### src/rtl/nios_ii_system_pio_in_irq_if.sv
// Avalon-MM slave port bundle for the input PIO: word address, select, write strobe and data,
// plus the registered read data returned to the interconnect.
interface nios_ii_system_pio_in_irq_if;
    logic [1:0]  address;
    logic        chipselect;
    logic        write_n;
    logic [31:0] writedata;
    logic [31:0] readdata;

    modport master (
        output address,
        output chipselect,
        output write_n,
        output writedata,
        input  readdata
    );

    modport slave (
        input  address,
        input  chipselect,
        input  write_n,
        input  writedata,
        output readdata
    );
endinterface

### src/rtl/nios_ii_system_pio_in_irq.sv
// Avalon-MM input PIO: synchronises in_port, captures per-bit edges into a sticky
// register and raises a level IRQ for captured bits that are enabled in irqmask.
module nios_ii_system_pio_in_irq #(
    parameter int          WIDTH       = 5,
    parameter int          SYNC_STAGES = 2,
    parameter int          EDGE_TYPE   = 0,
    parameter int          BIT_CLEAR   = 1,
    parameter logic [31:0] IRQ_RESET   = 32'h0
) (
    input  logic                     clk,
    input  logic                     reset_n,
    nios_ii_system_pio_in_irq_if.slave bus,
    input  logic [WIDTH-1:0]         in_port,
    output logic                     irq
);

    localparam logic [1:0] ADDR_DATA = 2'd0;
    localparam logic [1:0] ADDR_MASK = 2'd2;
    localparam logic [1:0] ADDR_EDGE = 2'd3;

    logic [WIDTH-1:0] sync_q;
    logic [WIDTH-1:0] prev_q;
    logic [WIDTH-1:0] edge_det;
    logic [WIDTH-1:0] irqmask;
    logic [WIDTH-1:0] edgecapture;
    logic [WIDTH-1:0] clear_mask;
    logic [31:0]      readdata_next;
    logic             write_en;
    logic             unused_writedata;

    // Upper writedata bits are intentionally ignored when WIDTH < 32.
    assign unused_writedata = ^bus.writedata;

    generate
        if (SYNC_STAGES == 0) begin : g_no_sync
            assign sync_q = in_port;
        end else begin : g_sync
            logic [WIDTH-1:0] chain [SYNC_STAGES];

            always_ff @(posedge clk or negedge reset_n) begin
                if (!reset_n) begin
                    for (int i = 0; i < SYNC_STAGES; i++) begin
                        chain[i] <= '0;
                    end
                end else begin
                    chain[0] <= in_port;
                    for (int i = 1; i < SYNC_STAGES; i++) begin
                        chain[i] <= chain[i-1];
                    end
                end
            end

            assign sync_q = chain[SYNC_STAGES-1];
        end
    endgenerate

    always_ff @(posedge clk or negedge reset_n) begin
        if (!reset_n) begin
            prev_q <= '0;
        end else begin
            prev_q <= sync_q;
        end
    end

    always_comb begin
        if (EDGE_TYPE == 0) begin
            edge_det = sync_q & ~prev_q;
        end else if (EDGE_TYPE == 1) begin
            edge_det = ~sync_q & prev_q;
        end else begin
            edge_det = sync_q ^ prev_q;
        end
    end

    assign write_en = bus.chipselect & ~bus.write_n;

    always_comb begin
        clear_mask = '0;
        if (write_en && bus.address == ADDR_EDGE) begin
            if (BIT_CLEAR != 0) begin
                clear_mask = bus.writedata[WIDTH-1:0];
            end else begin
                clear_mask = '1;
            end
        end
    end

    always_ff @(posedge clk or negedge reset_n) begin
        if (!reset_n) begin
            irqmask <= IRQ_RESET[WIDTH-1:0];
        end else if (write_en && bus.address == ADDR_MASK) begin
            irqmask <= bus.writedata[WIDTH-1:0];
        end
    end

    // A new edge wins over a same-cycle clear so no event is ever dropped.
    always_ff @(posedge clk or negedge reset_n) begin
        if (!reset_n) begin
            edgecapture <= '0;
        end else begin
            edgecapture <= (edgecapture & ~clear_mask) | edge_det;
        end
    end

    always_comb begin
        readdata_next = '0;
        case (bus.address)
            ADDR_DATA: readdata_next[WIDTH-1:0] = sync_q;
            ADDR_MASK: readdata_next[WIDTH-1:0] = irqmask;
            ADDR_EDGE: readdata_next[WIDTH-1:0] = edgecapture;
            default:   readdata_next = '0;
        endcase
    end

    always_ff @(posedge clk or negedge reset_n) begin
        if (!reset_n) begin
            bus.readdata <= '0;
        end else begin
            bus.readdata <= readdata_next;
        end
    end

    assign irq = |(edgecapture & irqmask);

endmodule
### src/flat_wrapper.sv
// flat-port wrapper written by rule: the top's interface ports become plain ports
module nios_ii_system_pio_in_irq_flat 
#(
    parameter int          WIDTH       = 5,
    parameter int          SYNC_STAGES = 2,
    parameter int          EDGE_TYPE   = 0,
    parameter int          BIT_CLEAR   = 1,
    parameter logic [31:0] IRQ_RESET   = 32'h0
)
  (clk, reset_n, in_port, irq, bus_address, bus_chipselect, bus_write_n, bus_writedata, bus_readdata);
  nios_ii_system_pio_in_irq_if bus_i ();
  input  logic clk;
  input  logic reset_n;
  input  logic [WIDTH-1:0] in_port;
  output logic irq;
  input wire logic [$bits(bus_i.address)-1:0] bus_address;
  input wire logic [$bits(bus_i.chipselect)-1:0] bus_chipselect;
  input wire logic [$bits(bus_i.write_n)-1:0] bus_write_n;
  input wire logic [$bits(bus_i.writedata)-1:0] bus_writedata;
  output wire logic [$bits(bus_i.readdata)-1:0] bus_readdata;
  assign bus_i.address = bus_address;
  assign bus_i.chipselect = bus_chipselect;
  assign bus_i.write_n = bus_write_n;
  assign bus_i.writedata = bus_writedata;
  assign bus_readdata = bus_i.readdata;
  nios_ii_system_pio_in_irq #(.WIDTH(WIDTH), .SYNC_STAGES(SYNC_STAGES), .EDGE_TYPE(EDGE_TYPE), .BIT_CLEAR(BIT_CLEAR), .IRQ_RESET(IRQ_RESET)) u_core (.clk(clk), .reset_n(reset_n), .bus(bus_i), .in_port(in_port), .irq(irq));
endmodule
### config.mk
export PLATFORM = sky130hd
export DESIGN_NAME = nios_ii_system_pio_in_irq_flat
export DESIGN_NICKNAME = d
export VERILOG_FILES = /design/src/rtl/nios_ii_system_pio_in_irq_if.sv /design/src/rtl/nios_ii_system_pio_in_irq.sv /design/src/flat_wrapper.sv
export SDC_FILE = /design/constraint.sdc
export NUM_CORES = 1
export LEC_CHECK = 0
export ABC_AREA = 1
export CORE_AREA = 8 8 69 71
export CTS_CLUSTER_DIAMETER = 30
export DETAILED_ROUTE_END_ITERATION = 6
export DIE_AREA = 0 0 77 79
export HOLD_SLACK_MARGIN = 0.06
export PLACE_DENSITY = 0.82
export SLEW_MARGIN = 30
export SYNTH_ARGS = -nofsm -noshare
export SYNTH_HDL_FRONTEND = slang
export SYNTH_SLANG_ARGS = --single-unit
export TNS_END_PERCENT = 5
### constraint.sdc
create_clock -name clk -period 0.9 [get_ports clk]
set_clock_uncertainty 0.1 [all_clocks]
set_input_delay 0.09 -clock clk [delete_from_list [all_inputs] [get_ports clk]]
set_output_delay 0.09 -clock clk [all_outputs]
set_load 0.1 [all_outputs]
; ---- Word-level counts from Yosys, hierarchy flattened
; Cells that the tools add are included.
[totals]
in_bits = 43
reg_bits = 30
output_inout_bits = 33
word_cells = 22
[op_classes]
reduce_logical = 4
mux = 2
n_eq_ne = 2
n_bitwise = 8
[ops]
columns = op, n
row1 = bitwise AND 5 bit, 3
row2 = case mux 5 bit (3 select lines), 1
row3 = inverter 5 bit, 2
row4 = 2-to-1 mux 5 bit, 1
row5 = bitwise OR 5 bit, 1
row6 = OR reduction 5 bit, 1
row7 = equality test 2 bit (second input constant), 2
row8 = logical AND 1 bit, 2
row9 = logical NOT 2 bit, 1
row10 = bitwise AND 1 bit, 1
row11 = inverter 1 bit, 1

; ---- Depth between registers and ports, before layout
[logic_depth]
word_depth = 7
depth_mapped = 6
ltp_nobuf = 5

; ---- Worst setup path after synthesis
; No wires, ideal clock.
[synth_path]
path_type = flip-flop to output port
from = register u_core.irqmask[0]
to = output irq
n_path_buf = 0
required_ns = 0.710
path_slack_ns = -0.683
t_arrival_ns = 1.393
path_stages_with_launch = 5
path_cell_list = dfrtp_1 > nand2_1 > nand2_1 > inv_1 > nand4_1
[synth_between]
elab_chain_cells = 2
[synth_lines]
columns = item, line_no
row1 = "start, declared", nios_ii_system_pio_in_irq.sv:24  ; logic [WIDTH-1:0] irqmask;
row2 = "start signal, assigned", nios_ii_system_pio_in_irq.sv:90  ; irqmask <= IRQ_RESET[WIDTH-1:0];
row3 = "start signal, assigned", nios_ii_system_pio_in_irq.sv:92  ; irqmask <= bus.writedata[WIDTH-1:0];
row4 = bitwise AND 5 bit, nios_ii_system_pio_in_irq.sv:123  ; assign irq = |(edgecapture & irqmask);
row5 = OR reduction 5 bit, nios_ii_system_pio_in_irq.sv:123
row6 = "end, declared", flat_wrapper.sv:15  ; output logic irq;
; Every way passes these cells.

; ---- Final worst setup path
[layout_path]
from = register u_core.irqmask[4]
to = output irq
; The elaborated chain is that of the path after synthesis.

==> results.py <==
metrics = {
    "outcome": {
        "outcome": "complete, but fails checks",
        "failed_checks": "negative setup slack",
    },
    "yosys": {
        "post_synth_inst_count": 136,
        "yosys_warnings": 0,
        "synth_cell_type_count": 11,
        "synthMuxAreaShare_pct": 0,
        "total_of_flip_flops_plus_latches_after_synthesis": 30,
        "combinational_family_with_the_most_area_after_synthesis": "simple AND/OR/NAND/NOR gates",
        "post_synthesis_instance_area_um2": 1290,
        "fraction_of_the_yosys_area_taken_by_sequential_cells_pct": 58.1,
        "synth-adder-area-share_pct": 0,
        "synthDominantAreaCellType": "dfrtp_1",
        "synth_top_area_share_pct": 58.1,
        "synth_compound_area_share_pct": 0,
        "synthTopCellsByArea": "dfrtp_1 (58%), buf_4 (16%), nand2_1 (14%)",
        "synth_xor_area_share_pct": 0,
        "syn_area_per_cell_um2": 9.49,
        "synth_simple_gate_area_share_pct": 21.5,
    },
    "timing": {
        "max_clock_freq_ghz": 0.710,
        "period_share_pct": 156,
        "period_minus_slack_ps": 1410,
        "final-max-slew-violation-count": 0,
        "setup_viol": 21,
        "grt_setup_unrepaired": "yes",
        "finalWorstSetupSlack_ps": -508,
        "report.final.hold_viol_count": 0,
    },
    "power_and_ir_drop": {
        "cell_internal_pwr_mw": 2.43,
        "cellLeakagePower_nw": 0.892,
        "sequential_share_of_power_pct": 38.8,
        "vdd_drop_max_mv": 1.03,
        "power_dens_cells_nw_per_um2": 2280,
        "power_switching_share_pct": 38.4,
        "total_power_mw": 3.94,
        "power_switching_mw": 1.51,
        "power.share.clock_pct": 27.8,
        "p_comb_share_pct": 33.4,
    },
    "layout": {
        "diodes": 0,
        "nets": 219,
        "share_of_cells_above_drive_strength_1_pct": 18.6,
        "area_growth_from_synthesis_to_final_layout_pct": 33.9,
        "final_cell_count_no_fill": 227,
    },
    "worst_setup_path": {
        "critical_path.reg2reg.startpoint": "u_core.irqmask[4]$_DFFE_PN0P_",
        "data_arrival_critical_path_ps": 1220,
        "critPathTopFamily": "flip-flops",
        "critPathLaunchType": "flop",
        "critPathMaxFanout": 2,
        "r2r-end": "u_core.bus.readdata[4]$_DFF_PN0_",
        "worstRegToRegCells": 4,
        "count_of_buffering_cells_on_the_critical_path_with_inverters_included": 2,
        "cp_cell_sequence": "nand2_1 > nand2_1 > inv_1 > nand4_1 > buf_12",
        "worst_setup_path_end_kind": "output port",
        "worst_path_most_repeated_cell": "nand2_1",
        "reg2reg_slack_ps": -60,
        "critical_path_required_ps": 710,
        "startpoint": "u_core.irqmask[4]$_DFFE_PN0P_",
        "path_class": "flop to output port",
        "crit_path_top_delay_cell": "dfrtp_1",
        "delay_contributed_by_the_slowest_stage_of_the_critical_path_ps": 380,
    },
    "routing": {
        "met1_layer_wirelength_in_the_final_routing_um": 1120,
        "met2_length_um": 1200,
        "met3_wirelength_um": 171,
        "dr.first_iter.drc_count": 46,
        "detail_route.wl_per_cell_um": 11.3,
        "final_antenna_net_count": 0,
        "drt_wl_total_um": 2570,
        "detail_route.first_pass.iterations": 4,
        "drc_errors": 0,
        "maxUsedRoutingLayer": "met4",
        "vias": 904,
        "viasPerCell": 3.98,
    },
    "floorplanning": {
        "core_area_um2": 3800,
        "die_y_um": 79,
        "total_die_area_um2": 6080,
        "floorplan.initialDensity_pct": 34.0,
        "site_row_count": 23,
        "floorplan.die.width_um": 77,
        "pin_count": 76,
    },
    "place": {
        "post-dp-hpwl_um": 1900,
        "buffer_ports.inserted": 21,
        "gp_congestion": 0.812,
        "place_inst": 218,
    },
    "clock_network": {
        "clock-sinks": 30,
        "cts_tree": "built",
        "clock_tree.root_cell": "clkbuf_8",
        "cts.hold.buffers_added": 0,
        "htree_levels": 2,
        "clkSlewWorstSetupHoldPaths_ps": 60,
        "clock_insertion_delay_at_the_later_pin_of_the_skew_report_ps": 280,
        "tritoncts_buffer_count": 5,
        "cts.path.max_buffers": 2,
    },
    "hold_path": {
        "type_of_the_worst_min_delay_path": "input port to asynchronous set/reset pin",
    },
    "grt": {
        "grt_antenna_before_repair": 0,
        "grt_start_max_net_pins": 31,
        "number_of_global_route_vias_before_repair": 965,
        "grt_overflow": 0,
        "grt_usage_pct": 9.03,
        "grt_first_pass_wirelength_um": 4310,
    },
    "flow_run": {
        "max_cap_viol": 0,
    },
}
[cell usage after synthesis]
cell type  count
nor2_2         2
inv_2          1
nor2_1         1
conb_1         1
buf_6          2
nand4_1        1
dfrtp_1       30
nand2_1       48
inv_1          8
nand3_1       15
buf_4         27
[state kept, by name (all words and copies together), names as in the netlist]
name / count
u_core.bus.readdata: 5
u_core.edgecapture: 5
u_core.g_sync.chain: 5
u_core.irqmask: 5
u_core.prev_q: 5
u_core.sync_q: 5
[layout by cell type, fill, tap and decap left out]
master,netlist,routed
nand2_1,48,48
conb_1,1,27
buf_12,0,7
inv_4,0,1
nand4_1,1,1
dfrtp_1,30,30
buf_4,27,13
buf_6,2,1
clkbuf_8,0,6
nor2_2,2,2
clkdlybuf4s50_1,0,14
inv_1,8,7
clkinv_2,0,1
clkbuf_1,0,1
nor2_4,0,1
nand3_1,15,15
inv_2,1,1
dlymetal6s2s_1,0,1
[power groups by stage]
| stage | combinational, mW | clock (mW) | sequential (mW) |
|---|---|---|---|
| finish | 1.32 | 1.10 | 1.53 |
| global route | 1.38 | 1.19 | 1.54 |
| CTS | 1.30 | 1.13 | 1.53 |
| detailed placement | 1.30 | 0 | 1.55 |
| global placement | 1.28 | 0 | 1.55 |
| floorplan | 0.806 | 0 | 1.72 |
[kinds of logic after synthesis]
logic type             after synthesis
buffers and inverters               38
DFF                                 30
other                                1
and+or+nand+nor                     67
[final cells by class]
cell class | count | area (um2)
fillers | 373 | 2070
repair buffers | 36 | 402
clock buffers | 7 | 86.3
multi-input cells | 94 | 387
inverters | 9 | 36.3
clock inverters | 1 | 5.00
flip-flops and latches | 30 | 751
well taps | 50 | 62.6
[per-layer routing]
| layer | global-route usage (%) | vias to the layer above |
|---|---|---|
| met1 | 10.3 | 418 |
| met5 | 0 | - |
| met2 | 13.3 | 37 |
| met4 | 6.79 | 0 |
| li1 | - | 442 |
| met3 | 3.95 | 7 |
[through the flow]
| step | hold slack [ps] | setup slack (ps) | TNS, ps | cell area (um2) | util, % |
|---|---|---|---|---|---|
| 2_1_floorplan | -306 | -683 | -1550 | 1390 | - |
| 3_3_place_gp | 231 | -357 | -5050 | 1610 | 42.5 |
| 3_5_place_dp | 236 | -382 | -5450 | 1610 | 42.5 |
| 4_1_cts | 73.5 | -505 | -2110 | 1710 | 45.0 |
| 5_1_grt | 87.7 | -553 | -3390 | 1730 | 45.5 |
| 6_report | 70.5 | -508 | -2170 | 1730 | 45.5 |
[worst max path at each step]
stage	to	slack (ps)	cells past startpoint
3_5_place_dp	u_core.edgecapture[3]$_DFF_PN0_	-380	7
2_1_floorplan	irq	-680	4
4_1_cts	irq	-510	5
5_1_grt	irq	-550	5
3_3_place_gp	u_core.edgecapture[1]$_DFF_PN0_	-360	7
6_report	irq	-510	5
[timing repair]
item	in CTS	in global routing
pin swaps	1	3
gates resized for setup	1	5
gates cloned	0	0
setup endpoints to repair	21	21
setup buffers	0	1
No activity file was read; power rests on OpenSTA's default activity.
